File: src/rtl/ip_sched_pkg.sv
// ip_sched_pkg: shared scheduler state type and default watchdog depth
package ip_sched_pkg;
  typedef enum logic [1:0] {IDLE, HDR, PAYLOAD} sched_state_t;
  localparam int TIMEOUT_DEFAULT = 4096;
endpackage

File: src/rtl/rr_picker.sv
// rr_picker: rotating priority encoder returning the first set bit at or above ptr
module rr_picker #(
  parameter int N = 4,
  parameter int W = (N > 1) ? $clog2(N) : 1
) (
  input  logic [N-1:0] eligible,
  input  logic [W-1:0] ptr,
  output logic         found,
  output logic [W-1:0] idx
);
  always_comb begin
    found = |eligible;
    idx = '0;
    for (int k = N - 1; k >= 0; k--) begin
      if (eligible[(int'(ptr) + k) % N]) idx = W'((int'(ptr) + k) % N);
    end
  end
endmodule

File: src/rtl/ip_tx_scheduler.sv
// ip_tx_scheduler: frame-level weighted round-robin grant with stall watchdog
module ip_tx_scheduler
  import ip_sched_pkg::*;
#(
  parameter int S_COUNT = 4,
  parameter int WEIGHT_WIDTH = 4,
  parameter int TIMEOUT_CYCLES = TIMEOUT_DEFAULT,
  localparam int SRC_WIDTH = $clog2(S_COUNT)
) (
  input  logic                            i_clk,
  input  logic                            i_rst_n,
  input  logic                            i_enable,
  input  logic [S_COUNT*WEIGHT_WIDTH-1:0] i_weight,
  input  logic [S_COUNT-1:0]              i_req,
  output logic [S_COUNT-1:0]              o_grant,
  output logic [SRC_WIDTH-1:0]            o_grant_idx,
  input  logic                            i_hdr_valid,
  input  logic                            i_hdr_ready,
  input  logic                            i_tvalid,
  input  logic                            i_tready,
  input  logic                            i_tlast,
  output logic                            o_timeout,
  output logic [SRC_WIDTH-1:0]            o_timeout_src,
  output logic                            o_busy
);
  localparam int WD_WIDTH = $clog2(TIMEOUT_CYCLES);
  sched_state_t state, state_d;
  logic [WEIGHT_WIDTH-1:0] credit [S_COUNT];
  logic [S_COUNT-1:0] active, eligible;
  logic [SRC_WIDTH-1:0] rr_ptr, pick_idx;
  logic [WD_WIDTH-1:0] wd;
  logic pick_found, progress, wd_max, do_grant, do_reload, do_done, do_timeout;
  for (genvar i = 0; i < S_COUNT; i++) begin : g_elig
    assign active[i] = i_req[i] && (i_weight[i*WEIGHT_WIDTH +: WEIGHT_WIDTH] != '0);
    assign eligible[i] = active[i] && (credit[i] != '0);
  end
  rr_picker #(.N(S_COUNT), .W(SRC_WIDTH)) u_picker (
    .eligible(eligible),
    .ptr(rr_ptr),
    .found(pick_found),
    .idx(pick_idx)
  );
  assign wd_max = wd == WD_WIDTH'(TIMEOUT_CYCLES - 1);
  assign o_busy = state != IDLE;
  always_ff @(posedge i_clk or negedge i_rst_n) begin
    if (!i_rst_n) state <= IDLE;
    else state <= state_d;
  end
  // a handshake on the watchdog's last cycle takes precedence over the revoke
  always_comb begin
    state_d = state;
    progress = 1'b0;
    do_grant = 1'b0;
    do_reload = 1'b0;
    do_done = 1'b0;
    do_timeout = 1'b0;
    case (state)
      IDLE: begin
        do_grant = i_enable && pick_found;
        do_reload = i_enable && !pick_found && (|active);
        state_d = do_grant ? HDR : IDLE;
      end
      HDR: begin
        progress = i_hdr_valid && i_hdr_ready;
        do_timeout = !progress && wd_max;
        state_d = progress ? PAYLOAD : (do_timeout ? IDLE : HDR);
      end
      PAYLOAD: begin
        progress = i_tvalid && i_tready;
        do_done = progress && i_tlast;
        do_timeout = !progress && wd_max;
        state_d = (do_done || do_timeout) ? IDLE : PAYLOAD;
      end
      default: state_d = IDLE;
    endcase
  end
  always_ff @(posedge i_clk or negedge i_rst_n) begin
    if (!i_rst_n) begin
      o_grant <= '0;
      o_grant_idx <= '0;
      o_timeout <= 1'b0;
      o_timeout_src <= '0;
      rr_ptr <= '0;
      wd <= '0;
      for (int j = 0; j < S_COUNT; j++) credit[j] <= '0;
    end else begin
      o_timeout <= do_timeout;
      wd <= (state == IDLE || progress || do_timeout) ? '0 : wd + 1'b1;
      if (do_reload)
        for (int j = 0; j < S_COUNT; j++) credit[j] <= i_weight[j*WEIGHT_WIDTH +: WEIGHT_WIDTH];
      if (do_grant) begin
        o_grant <= S_COUNT'(1) << pick_idx;
        o_grant_idx <= pick_idx;
        rr_ptr <= (pick_idx == SRC_WIDTH'(S_COUNT - 1)) ? '0 : pick_idx + 1'b1;
      end
      if (do_done || do_timeout) begin
        o_grant <= '0;
        o_grant_idx <= '0;
      end
      if (do_done && credit[o_grant_idx] != '0) credit[o_grant_idx] <= credit[o_grant_idx] - 1'b1;
      if (do_timeout) begin
        o_timeout_src <= o_grant_idx;
        credit[o_grant_idx] <= '0;
      end
    end
  end
endmodule

File: config.mk
export PLATFORM = sky130hd
export DESIGN_NAME = ip_tx_scheduler
export DESIGN_NICKNAME = d
export VERILOG_FILES = /design/src/rtl/ip_sched_pkg.sv /design/src/rtl/rr_picker.sv /design/src/rtl/ip_tx_scheduler.sv
export SDC_FILE = /design/constraint.sdc
export NUM_CORES = 1
export LEC_CHECK = 0
export CAP_MARGIN = 10
export CORE_MARGIN = 5
export CORE_UTILIZATION = 54
export CTS_CLUSTER_SIZE = 24
export DETAILED_ROUTE_END_ITERATION = 8
export PLACE_DENSITY = 0.82
export SYNTH_ARGS = -nofsm -noshare
export SYNTH_HDL_FRONTEND = slang
export SYNTH_SLANG_ARGS = --single-unit
File: constraint.sdc
create_clock -name i_clk -period 3 [get_ports i_clk]
set_clock_uncertainty 0.2 [all_clocks]
set_input_delay 0.3 -clock i_clk [delete_from_list [all_inputs] [get_ports i_clk]]
set_output_delay 0.3 -clock i_clk [all_outputs]
set_load 0.005 [all_outputs]
### Yosys cells after proc, flatten, opt, wreduce, memory -nomap -nowiden

Cells that the tools add are included.

* bits in registers: 41
* output and inout bits: 10

* add/sub/neg operators: 6
* $lt $le $gt $ge: 6
* eq/ne operators: 4
* shift-type cells: 1
* muxes and demuxes: 40
* bitwise logic cells: 6
* reduce and logical (&&, ||, !) cells: 42

Operators by type and width (number)
* $mux W16: 3
* $reduce_bool A4 Y1: 9
* $mux W4: 5
* $logic_and A1 B1 Y1: 18
* $mux W2: 9
* $and A16 B16 Y16: 1
* $bwmux W16: 1
* $not A16 Y16: 1
* $add A12 B1 Y12 const B: 1
* $eq A12 B12 Y1 const B: 1
* $lt A3 B4 Y1 const B: 3
* $mux W1: 12
* $mux W12: 1
* $bmux W1 S2: 4
* $bmux W4 S2: 1
* $demux W4 S2: 1
* $reduce_or A4 Y1: 2
* $pmux W2 S3: 1
* $reduce_or A2 Y1: 3
* $add A2 B1 Y2 const B: 2
* $add A2 B2 Y2 const B: 2
* $eq A2 B2 Y1 const B: 2
* $logic_or A1 B1 Y1: 4
* $pmux W1 S2: 2
* 11 further kinds: 16

### Logic depth before layout (Yosys ltp)

Gate-level depths: netlist of the first run.

* depth after elaboration: 13
* gate-level depth with buffers: 9
* depth with buffers taken out: 8

### Modules after synthesis

From an unflattened synthesis of the first run, not the netlist that was laid out.

* cells, all modules: 242
* area, all modules: 2446.1 um^2

Modules (own cells, without submodules)
* ip_tx_scheduler: times used 1, cells an instance 229, area an instance 2368.5 um^2, sequential area each 1026.0 um^2
* rr_picker: times used 1, cells an instance 13, area an instance 77.6 um^2, sequential area each 0.0 um^2

### Worst setup path before layout of the first run

No wires, ideal clock.

* kind: reg2reg
* start: register o_grant_idx[1]
* end: register credit[8] (netlist bit)
* setup time: 94 ps
* data arrival time: 2298 ps
* path slack: 408 ps
* cell stages (with the launch flop): 10
* path buffers: 1
* period minus slack after synthesis: 2592 ps
* cell sequence: dfrtp_1 clkbuf_1 mux4_2 inv_1 ha_1 inv_1 o31a_1 nand3b_1 nor2_1 a211oi_1

* cells in the longest elaborated chain, start to end: 9

RTL lines
* from (decl): line ip_tx_scheduler.sv:16 `output logic [SRC_WIDTH-1:0] o_grant_idx,`
* from (signal assigned): line ip_tx_scheduler.sv:93 `o_grant_idx <= pick_idx;`
* $not A2 Y3 (implied by the code) (*): line ip_tx_scheduler.sv:100, ip_tx_scheduler.sv:103
* $bmux W4 S2, or another cell as far along: line ip_tx_scheduler.sv:100 `if (do_done && credit[o_grant_idx] != '0) credit[o_grant_idx] <= credit[o_grant_idx] - 1'b1;`
* $mux W4 (implied by the code) / $logic_and A1 B1 Y1 (equally long branches): line ip_tx_scheduler.sv:100, ip_tx_scheduler.sv:103
* $mux W4 (on tied branches): line ip_tx_scheduler.sv:100, ip_tx_scheduler.sv:103
* $sub A4 B1 Y4, or another cell as far along: line ip_tx_scheduler.sv:100
* $bwmux W16 / $logic_and A1 B1 Y1 (equally long branches): line ip_tx_scheduler.sv:100
* $mux W16: line ip_tx_scheduler.sv:100
* $and A16 B16 Y16 (no line)
* $mux W16 (*): line ip_tx_scheduler.sv:101 `if (do_timeout) begin`
* to (signal, indexed assignment): line ip_tx_scheduler.sv:103 `credit[o_grant_idx] <= '0;`
* to (decl): line ip_tx_scheduler.sv:28 `logic [WEIGHT_WIDTH-1:0] credit [S_COUNT];`

Every way passes the cells marked *; elsewhere a longest branch is shown, timed or not. The select of a mux whose other input is x is not followed.
A chain may end at the register's enable or synchronous reset.

### Worst setup path after layout of the first run

* start: input port i_weight[6]
* end: register rr_ptr[1]

* cells in the longest elaborated chain, start to end: 12

RTL lines
* from (decl): line ip_tx_scheduler.sv:13 `input logic [S_COUNT*WEIGHT_WIDTH-1:0] i_weight,`
* $reduce_bool A4 Y1 (*): line ip_tx_scheduler.sv:34 `assign active[i] = i_req[i] && (i_weight[i*WEIGHT_WIDTH +: WEIGHT_WIDTH] != '0);`
* $logic_and A1 B1 Y1 (*): line ip_tx_scheduler.sv:34
* $logic_and A1 B1 Y1 (*): line ip_tx_scheduler.sv:35 `assign eligible[i] = active[i] && (credit[i] != '0);`
* $bmux W1 S2: line rr_picker.sv:15 `if (eligible[(int'(ptr) + k) % N]) idx = W'((int'(ptr) + k) % N);`
* $mux W1 (implied by the code) (2 in a row): line rr_picker.sv:15
* $mux W2 (4 in a row): line rr_picker.sv:15
* $add A2 B1 Y2 / $eq A2 B2 Y1 (equally long branches): line ip_tx_scheduler.sv:94 `rr_ptr <= (pick_idx == SRC_WIDTH'(S_COUNT - 1)) ? '0 : pick_idx + 1'b1;`
* $mux W2: line ip_tx_scheduler.sv:94
* to (signal assigned): line ip_tx_scheduler.sv:94
* to (decl): line ip_tx_scheduler.sv:30 `logic [SRC_WIDTH-1:0] rr_ptr, pick_idx;`

Marked as above.

==> results of run 1 <==
per-stage QoR:
step / cells / total power, mW
final: 352 / 2.52
after global routing: 352 / 2.72
after CTS: 352 / 2.53
after detailed placement: 343 / 2.16
after global placement: 343 / 2.12
after floorplan: 249 / 1.69
sequential cells by signal, indices dropped and copies added (netlist names):
register	flops
credit	16
o_grant	4
o_grant_idx	2
o_timeout	1
o_timeout_src	2
rr_ptr	2
state	2
wd	12
cell type report:
| cell class | instances | area (µm²) | area share [%] |
|---|---|---|---|
| Multi-Input combinational cell | 189 | 1350 | 44.4 |
| Sequential cell | 41 | 1030 | 33.6 |
| Timing Repair Buffer | 50 | 478 | 15.7 |
| Clock buffer | 6 | 72.6 | 2.38 |
| Tap cell | 52 | 65.1 | 2.13 |
| Inverter | 12 | 45.0 | 1.48 |
| Clock inverter | 2 | 10.0 | 0.328 |
Yosys cell counts (2+ instances only):
cell type and count:
a22oi_1 2, o31ai_1 2, o22ai_1 6, a211oi_1 9
nand2b_1 3, and3_1 3, mux4_2 3, a21bo_2 2
o41ai_2 2, or3_1 2, dfrtp_1 41, xor2_1 9
and4_1 2, nor3_1 4, mux2i_1 20, nand2_1 21
nand4_1 9, mux2_2 2, a21oi_1 6, nand3_1 7
o311ai_0 2, ha_1 10, clkbuf_1 4, nor2_1 36
inv_1 12, xnor2_1 3, o41ai_1 2, nor2b_1 2
nor4_1 5, o21ai_0 2
worst max-delay path, cell delays in order:
cell and delay [ps]:
clkdlybuf4s50_1 460, o41ai_2 510, nor2_1 140, o311ai_0 510
inv_1 150, ha_1 310, mux2_2 250
repair_timing:
action	4_1_cts	5_1_grt
hold buffers	1	0
endpoints found under the hold margin	41	0
gates resized for setup	0	0
layer usage:
| layer | global-route usage [%] | share of wire, % |
|---|---|---|
| met5 | 0 | 0 |
| met2 | 33.1 | 50 |
| met4 | 10.7 | 1.7 |
| met3 | 5.21 | 6.1 |
| met1 | 26.4 | 42 |
worst max path at each step:
stage | cells after the start | to | slack, ps
2_1_floorplan | 9 | credit[8] | 410
3_3_place_gp | 7 | rr_ptr[1] | 200
5_1_grt | 6 | rr_ptr[1] | 210
6_report | 7 | rr_ptr[1] | 340
4_1_cts | 6 | rr_ptr[1] | 360
3_5_place_dp | 7 | rr_ptr[1] | 70
power by group through the flow:
stage               sequential (mW)  clock (mW)  combinational (mW)
floorplan                     0.862           0               0.824
global placement              0.907           0                1.22
detailed placement            0.915           0                1.25
CTS                           0.905       0.362                1.26
global route                  0.930       0.399                1.39
finish                        0.910       0.351                1.26
kinds of logic (layout without fill, tap and decap cells):
group,count (synthesis),in the layout,synth area share (%)
AO/OA/AOI/OAI,42,42,12.9
XOR/XNOR,12,12,4.26
adder cells (fa/ha/maj),10,10,5.07
buffers and inverters,19,70,4.00
flip-flops,41,41,41.5
multiplexers,26,26,12.8
AND/OR/NAND/NOR,99,99,19.4
==> metrics.md, run 1 <==
| Metric | Value |
|---|---|
| Status | `complete, no violations` |
| Post-synthesis register bit count | `41` |
| Worst hold path type | `register to register` |
| Placed cell areas | `0.00296 mm²` |
| RSZ-0062 raised after global routing | `false` |
| Setup ws final | `344 ps` |
| Reg2reg end | `rr_ptr[1]` |
| Hold Path Sink | `o_timeout_src[1]` |
| Setup Slack @ Placement | `71.3 ps` |
| Period utilization | `88.5%` |
| Min Hold Slack | `288 ps` |
| Max Fclk | `376 MHz` |
| Residual DRC | `0` |
| GRT Overall Usage | `20.9%` |
| Initial Util | `56.3%` |
| Placeable Area | `0.00438 mm²` |
| DRT Pass-1 Iters | `4` |
| Share of power burned in registers | `36.1%` |
| Critical path required time | `2980 ps` |
| IO Count | `38` |
| Most frequent cells in the layout | `dfrtp_1, nor2_1, clkdlybuf4s50_1, nand2_1, mux2i_1` |
| Clock tree buffer depth | `2` |
| Syn Nets | `287` |
| Headroom to the max-slew limit | `38.6%` |
| Final Cell Area | `0.00305 mm²` |
| Cell accounting for the most synthesized area | `dfrtp_1` |
| Post-CTS Setup Bufs | `0` |
| Worst-path clk slew | `80 ps` |
| Row count | `24` |
| Cells after synthesis | `249` |
| Sw Share | `41.4%` |
| First-pass GRT wire length | `10100 µm` |
| Worst reg2reg path depth | `6` |
| Routed Wire Length | `6000 µm` |
| Clock Latency Late Sink | `300 ps` |
| Diodes inserted | `0` |
| Clk pwr share | `13.9%` |
| GPL Wtd Cong | `0.896` |
| Final setup violation count | `0` |
| Post-synth top area share | `41.5%` |
| Syn Area/Cell | `9.92 µm²` |
| Sequential share of the synthesized area | `41.5%` |
| Buffers on Ports | `37` |
| Die Ht | `77.6 µm` |
| EDFF count, synth | `0` |
| Dominant synthesized flop cell | `dfrtp_1` |
| Power Density | `827 mW/mm²` |
| CP Launch Point | `i_weight[6]` |
| Final hold vios | `0` |
| Die area | `0.00603 mm²` |
| Post-Syn Area | `0.00247 mm²` |
| Combinational share of power | `50.0%` |
| Leak | `1.33 nW` |
| Maximum VDD drop | `0.386 mV` |
| Worst-Margin Slew | `921 ps` |
| Layout cells sized above 1 | `10.3%` |
| Netlist cell types | `46` |
| Psw | `1.04 mW` |
| Vias in the first global route | `2234` |
| Internal power | `1.48 mW` |
| Critical path class | `input port to register` |
| Largest net degree at the start of global routing | `42` |
| 1st-iter DRT viols | `164` |
| TritonCTS clock tree | `built` |
| Crit start category | `input port` |
| Minimum clock period | `2660 ps` |
| Leading cell type in the layout, fill and taps excluded | `dfrtp_1` |
| Final Slew Violations | `0` |
| RR Startpoint | `credit[9]` |
| Setup crit end kind | `register` |
| Fin nets | `337` |
| Via count | `2120` |
| Layout area overhead | `23.5%` |
| Root buffer cell | `clkbuf_8` |
| Cts bufs inserted | `5` |
| Vias per cell | `6.02` |
| Detail Route Antenna Nets | `0` |
| Synth Warn # | `0` |
| Die W | `77.6 µm` |
| H-tree levels | `2` |
| Fill cells | `348` |
| WL per Instance | `17.0 µm` |
| Worst hold path depth | `2` |
| Clock Sinks | `41` |
| Top cells by area, synth | `dfrtp_1, mux2i_1, nor2_1` |
| Layout Utilization | `69.6%` |
| Worst Path Max Fanout | `3` |
| CP Data Arrival Time | `2640 ps` |
| DP HPWL | `4510 µm` |
| Reg2Reg Setup Slack | `340 ps` |
| Max cap viols | `0` |
| Asr flop ratio synth | `100%` |
| Final setup TNS | `0 ps` |
| Hold Crit Start | `o_timeout_src[1]` |
| Antenna violations before repair | `0` |
| Total grt overflow | `0` |
Power figures use the tool's default switching activity.
==> run 2: changes to the inputs <==
- HOLD_SLACK_MARGIN: unset -> 0.06
- PLACE_DENSITY: 0.82 -> 0.85
==> metrics.md, run 2 (synthesis gave the netlist of run 1 again) <==
| Metric | Value |
|---|---|
| Cell family with most CP delay | `compound AO/OA/AOI/OAI gates` |
| Biggest register | `credit` |
| IO Count | `38` |
| Die Ht | `77.6 µm` |
| Layout Utilization | `69.9%` |
| Max FFs per register | `16` |
| Die W | `77.6 µm` |
| Leading cell type in the layout, fill and taps excluded | `dfrtp_1` |
| Critical path required time | `3000 ps` |
| DP HPWL | `4420 µm` |
| Max Fclk | `377 MHz` |
| Worst Path Max Fanout | `7` |
| Vias in the first global route | `2203` |
| Post_cts resized | `0` |
| Min Hold Slack | `285 ps` |
| RSZ-0062 raised after global routing | `false` |
| GRT Overall Usage | `21.1%` |
| Power Density | `837 mW/mm²` |
| Buffers on Ports | `37` |
| DRT Pass-1 Iters | `5` |
| Row count | `24` |
| Layout area overhead | `24.1%` |
| Routed Wire Length | `6090 µm` |
| Headroom to the max-slew limit | `39.5%` |
| First-pass GRT wire length | `10400 µm` |
| Largest registers | `credit: 16 flops, wd: 12 flops, o_grant: 4 flops` |
| Grt met3 use | `5.90%` |
| Antenna violations before repair | `0` |
| CP Cell Sequence | `mux4_1 > inv_1 > ha_1 > inv_1 > o31a_1 > nand2_1 > nor2_1 > a211oi_1` |
| Leak | `1.33 nW` |
| CP Data Arrival Time | `2660 ps` |
| Pwr Total | `2.57 mW` |
| Root buffer cell | `clkbuf_8` |
| Layout cells sized above 1 | `10.7%` |
| 1st-iter DRT viols | `216` |
| Final Slew Violations | `0` |
| Die area | `0.00603 mm²` |
| Fin nets | `337` |
| Fill cells | `352` |
| Setup ws final | `347 ps` |
| Clock Latency Late Sink | `300 ps` |
| Final setup TNS | `0 ps` |
| Worst-Margin Slew | `907 ps` |
| Maximum VDD drop | `0.419 mV` |
| Met2 Track Usage GR | `35.7%` |
| GPL Wtd Cong | `0.923` |
| H-tree levels | `2` |
| Setup Slack @ Placement | `166 ps` |
| CP peak stage delay | `610 ps` |
| Detail Route Antenna Nets | `0` |
| Worst hold path type | `register to register` |
| Gr busiest metal | `met2` |
| Final hold vios | `0` |
| Setup crit end kind | `register` |
| Cts bufs inserted | `5` |
| Most frequent cells in the layout | `dfrtp_1, nor2_1, clkdlybuf4s50_1, nand2_1, mux2i_1` |
| TritonCTS clock tree | `built` |
| WL per Instance | `17.3 µm` |
| Critical path class | `register to register` |
| Period utilization | `88.4%` |
| Minimum clock period | `2650 ps` |
| Clock tree buffer depth | `2` |
| Met1 GRT Util | `25.5%` |
| Worst-path clk slew | `90 ps` |
| CP Buf/Inv Count | `2` |
| Crit start category | `register` |
| Clock Sinks | `41` |
| Worst path slowest cell | `mux4_1` |
| Initial Util | `56.3%` |
| Via count | `2128` |
| Status | `complete, no violations` |
| Placeable Area | `0.00438 mm²` |
| Vias per cell | `6.05` |
| Largest net degree at the start of global routing | `42` |
| Total grt overflow | `0` |
| CP dominant cell by count | `inv_1` |
| Final setup violation count | `0` |
| Diodes inserted | `0` |
| Residual DRC | `0` |
| Max cap viols | `0` |
## run 2: cell counts in the layout (fill, tap and decap cells not counted)
Identical to the previous run, type by type.
## run 2: stage by stage
stage                     cell area (µm²)  std cells
after floorplan                      2470        249
after global placement               2960        343
after detailed placement             2960        343
after CTS                            3060        352
after global routing                 3060        352
final                                3060        352
## run 2: what timing repair did
action | CTS | global route
hold endpoints to repair | 41 | 0
hold buffers | 1 | 0
setup buffers | 0 | 0
## run 2: cell type report
cell class              instances  area (µm²)  area share, %
clock inverters                 2        13.8          0.449
inverters                      12        45.0           1.47
clock buffers                   6        82.6           2.69
repair buffers                 50         478           15.6
multi-input cells             189        1350           44.2
flip-flops and latches         41        1030           33.5
well taps                      52        65.1           2.12
## run 2: layer usage
metal | wire [µm] | part of all wire, %
met5 | 0 | 0
met4 | 98 | 1.6
met3 | 519 | 8.5
met2 | 3010 | 49
met1 | 2470 | 41
## run 2: worst reg2reg max path: cells and delay by family (launching register included)
family	cells	cell delay, ps
and+or+nand+nor	2	280
adders and majority gates	1	190
muxes	1	610
DFF	1	490
AOI/OAI and AO/OA	2	640
buffers and inverters	2	150
## run 2: path summary, 6_finish.rpt
| path | startpoint | to | slack [ps] | depth (start not counted) |
|---|---|---|---|---|
| worst max-delay path | o_grant_idx[1] | credit[15] | 350 | 8 |
| max in group asynchronous | i_rst_n | o_grant_idx[0] | 1570 | 2 |
| min in group asynchronous | i_rst_n | credit[12] | 450 | 2 |
| worst min register to register | o_timeout_src[0] | o_timeout_src[0] | 280 | 2 |
| worst max register to register | o_grant_idx[1] | credit[15] | 350 | 8 |
| worst min-delay path | o_timeout_src[0] | o_timeout_src[0] | 280 | 2 |
## run 2: power by group
part / internal, mW / switching [mW]
sequential: 0.730 / 0.181
combinational: 0.591 / 0.675
clock: 0.187 / 0.202
total: 1.51 / 1.06
==> run 3: changes to the inputs <==
- CORE_ASPECT_RATIO: unset -> 1.5
- CORE_UTILIZATION: 54 -> 56
- CTS_BUF_LIST: unset -> sky130_fd_sc_hd__clkbuf_4
- PLACE_DENSITY: 0.85 -> 0.87
==> metrics.md, run 3 (synthesis gave the netlist of run 1 again) <==
| Metric | Value |
|---|---|
| Status | `complete, no violations` |
| Worst hold path type | `register to register` |
| Top sig layer | `met4` |
| GPL Wtd Cong | `0.985` |
| Setup crit end kind | `register` |
| Initial Util | `58.2%` |
| WL per Instance | `17.8 µm` |
| GRT Overall Usage | `21.8%` |
| Combinational share of power | `51.9%` |
| Vias per cell | `6.22` |
| Vias in the first global route | `2198` |
| Total grt overflow | `0` |
| Die Ht | `91.3 µm` |
| Layout cells sized above 1 | `10.3%` |
| Routed Wire Length | `6170 µm` |
| Post-Route M1 WL | `2300 µm` |
| CP Cell Sequence | `mux4_1 > inv_1 > ha_1 > inv_1 > o31a_1 > nand3b_1 > nor2_1 > a211oi_1` |
| Met3 wire length | `356 µm` |
| Worst-path clk slew | `130 ps` |
| Max cap viols | `0` |
| Via count | `2151` |
| RSZ-0062 raised after global routing | `false` |
| Met2 wire length | `3230 µm` |
| Leading cell type in the layout, fill and taps excluded | `dfrtp_1` |
| Critical path class | `register to register` |
| Largest net degree at the start of global routing | `42` |
| Share of power burned in registers | `37.0%` |
| CP dominant cell by count | `inv_1` |
| Max Fclk | `381 MHz` |
| Cts bufs inserted | `5` |
| TritonCTS clock tree | `built` |
| Headroom to the max-slew limit | `39.7%` |
| Detail Route Antenna Nets | `0` |
| Power Density | `820 mW/mm²` |
| CP peak stage delay | `600 ps` |
| Post-CTS Setup Bufs | `0` |
| H-tree levels | `2` |
| Diodes inserted | `0` |
| Reg2Reg Setup Slack | `380 ps` |
| Clock Sinks | `41` |
| Die W | `64.2 µm` |
| Die area | `0.00587 mm²` |
| Clock tree buffer depth | `2` |
| Internal power | `1.41 mW` |
| Max FFs per register | `16` |
| Biggest register | `credit` |
| Sw Share | `43.0%` |
| Placeable Area | `0.00425 mm²` |
| DP Cell Count | `337` |
| Finished Layout Cells | `346` |
| Clock Latency Late Sink | `350 ps` |
| IO Count | `38` |
| Residual DRC | `0` |
| Row count | `29` |
| Period utilization | `87.4%` |
| Final hold vios | `0` |
| Layout area overhead | `22.1%` |
| Final setup violation count | `0` |
| Final setup TNS | `0 ps` |
| Final Slew Violations | `0` |
| Minimum clock period | `2620 ps` |
| Leak | `1.31 nW` |
| DP HPWL | `4680 µm` |
| Root buffer cell | `clkbuf_4` |
| Crit start category | `register` |
| Maximum VDD drop | `0.682 mV` |
| CP Data Arrival Time | `2690 ps` |
| Critical path required time | `3070 ps` |
| Layout Utilization | `71.0%` |
| Clk pwr share | `11.1%` |
| DRT Pass-1 Iters | `4` |
| Worst path slowest cell | `mux4_1` |
| Most frequent cells in the layout | `dfrtp_1, nor2_1, clkdlybuf4s50_1, nand2_1, mux2i_1` |
| Fin nets | `337` |
| Buffers on Ports | `37` |
| 1st-iter DRT viols | `217` |
| Antenna violations before repair | `0` |
| Worst Path Max Fanout | `7` |
| Worst-Margin Slew | `904 ps` |
| Largest registers | `credit: 16 flops, wd: 12 flops, o_grant: 4 flops` |
| First-pass GRT wire length | `10100 µm` |
| Psw | `1.06 mW` |
[run 3: cell types whose count changed in the layout (fill, tap and decap cells not counted)]
cell	change
clkinv_1	+1
clkbuf_4	+5
clkbuf_8	-6
[run 3: worst paths after layout]
path	start	to	cells after the start
max	o_grant_idx[1]	credit[8]	8
max in group asynchronous	i_rst_n	state[0]	2
min in group asynchronous	i_rst_n	credit[14]	2
min reg2reg	o_timeout_src[1]	o_timeout_src[1]	2
min	o_timeout_src[1]	o_timeout_src[1]	2
max reg2reg	o_grant_idx[1]	credit[8]	8
[run 3: through the flow]
stage | setup slack (ps) | instance area [µm²] | power (mW) | hold slack [ps]
after floorplan | 408 | 2470 | 1.69 | -196
after global placement | 255 | 2950 | 2.13 | 255
after detailed placement | 164 | 2950 | 2.19 | 268
after CTS | 395 | 3020 | 2.47 | 302
after global routing | 160 | 3020 | 2.64 | 343
final | 378 | 3020 | 2.47 | 302
[run 3: power groups by stage]
stage / Combinational [mW] / Clock (mW) / Sequential [mW]
global placement: 1.22 / 0 / 0.912
global route: 1.40 / 0.307 / 0.932
floorplan: 0.824 / 0 / 0.862
detailed placement: 1.27 / 0 / 0.920
finish: 1.28 / 0.275 / 0.915
CTS: 1.28 / 0.283 / 0.909
[run 3: layer usage]
| metal | up-vias | global-route usage, % |
|---|---|---|
| met2 | 77 | 36.9 |
| li1 | 1016 | - |
| met4 | 0 | 13.2 |
| met1 | 1031 | 24.8 |
| met3 | 27 | 4.20 |
| met5 | - | 0 |
[run 3: timing repair]
item | CTS | global route
endpoints found under the hold margin | 41 | 0
hold buffers | 1 | 0
gates resized for setup | 0 | 0
[run 3: worst max-delay path: cells and delay by family, from the launching register on]
family | cells | cell delay, ps
adder cells (fa/ha/maj) | 1 | 200
buffers and inverters | 2 | 150
AO/OA/AOI/OAI | 2 | 600
AND/OR/NAND/NOR | 2 | 310
multiplexers | 1 | 600
flip-flops | 1 | 470
[run 3: area by class of cell]
class                      instances  area, µm²
multi-input combinational        189       1350
fill                             311       1230
sequential                        41       1030
tap                               46       57.6
clock buffer                       5       37.5
inverter                          12       45.0
clock inverter                     3       17.5
timing repair buffer              50        478
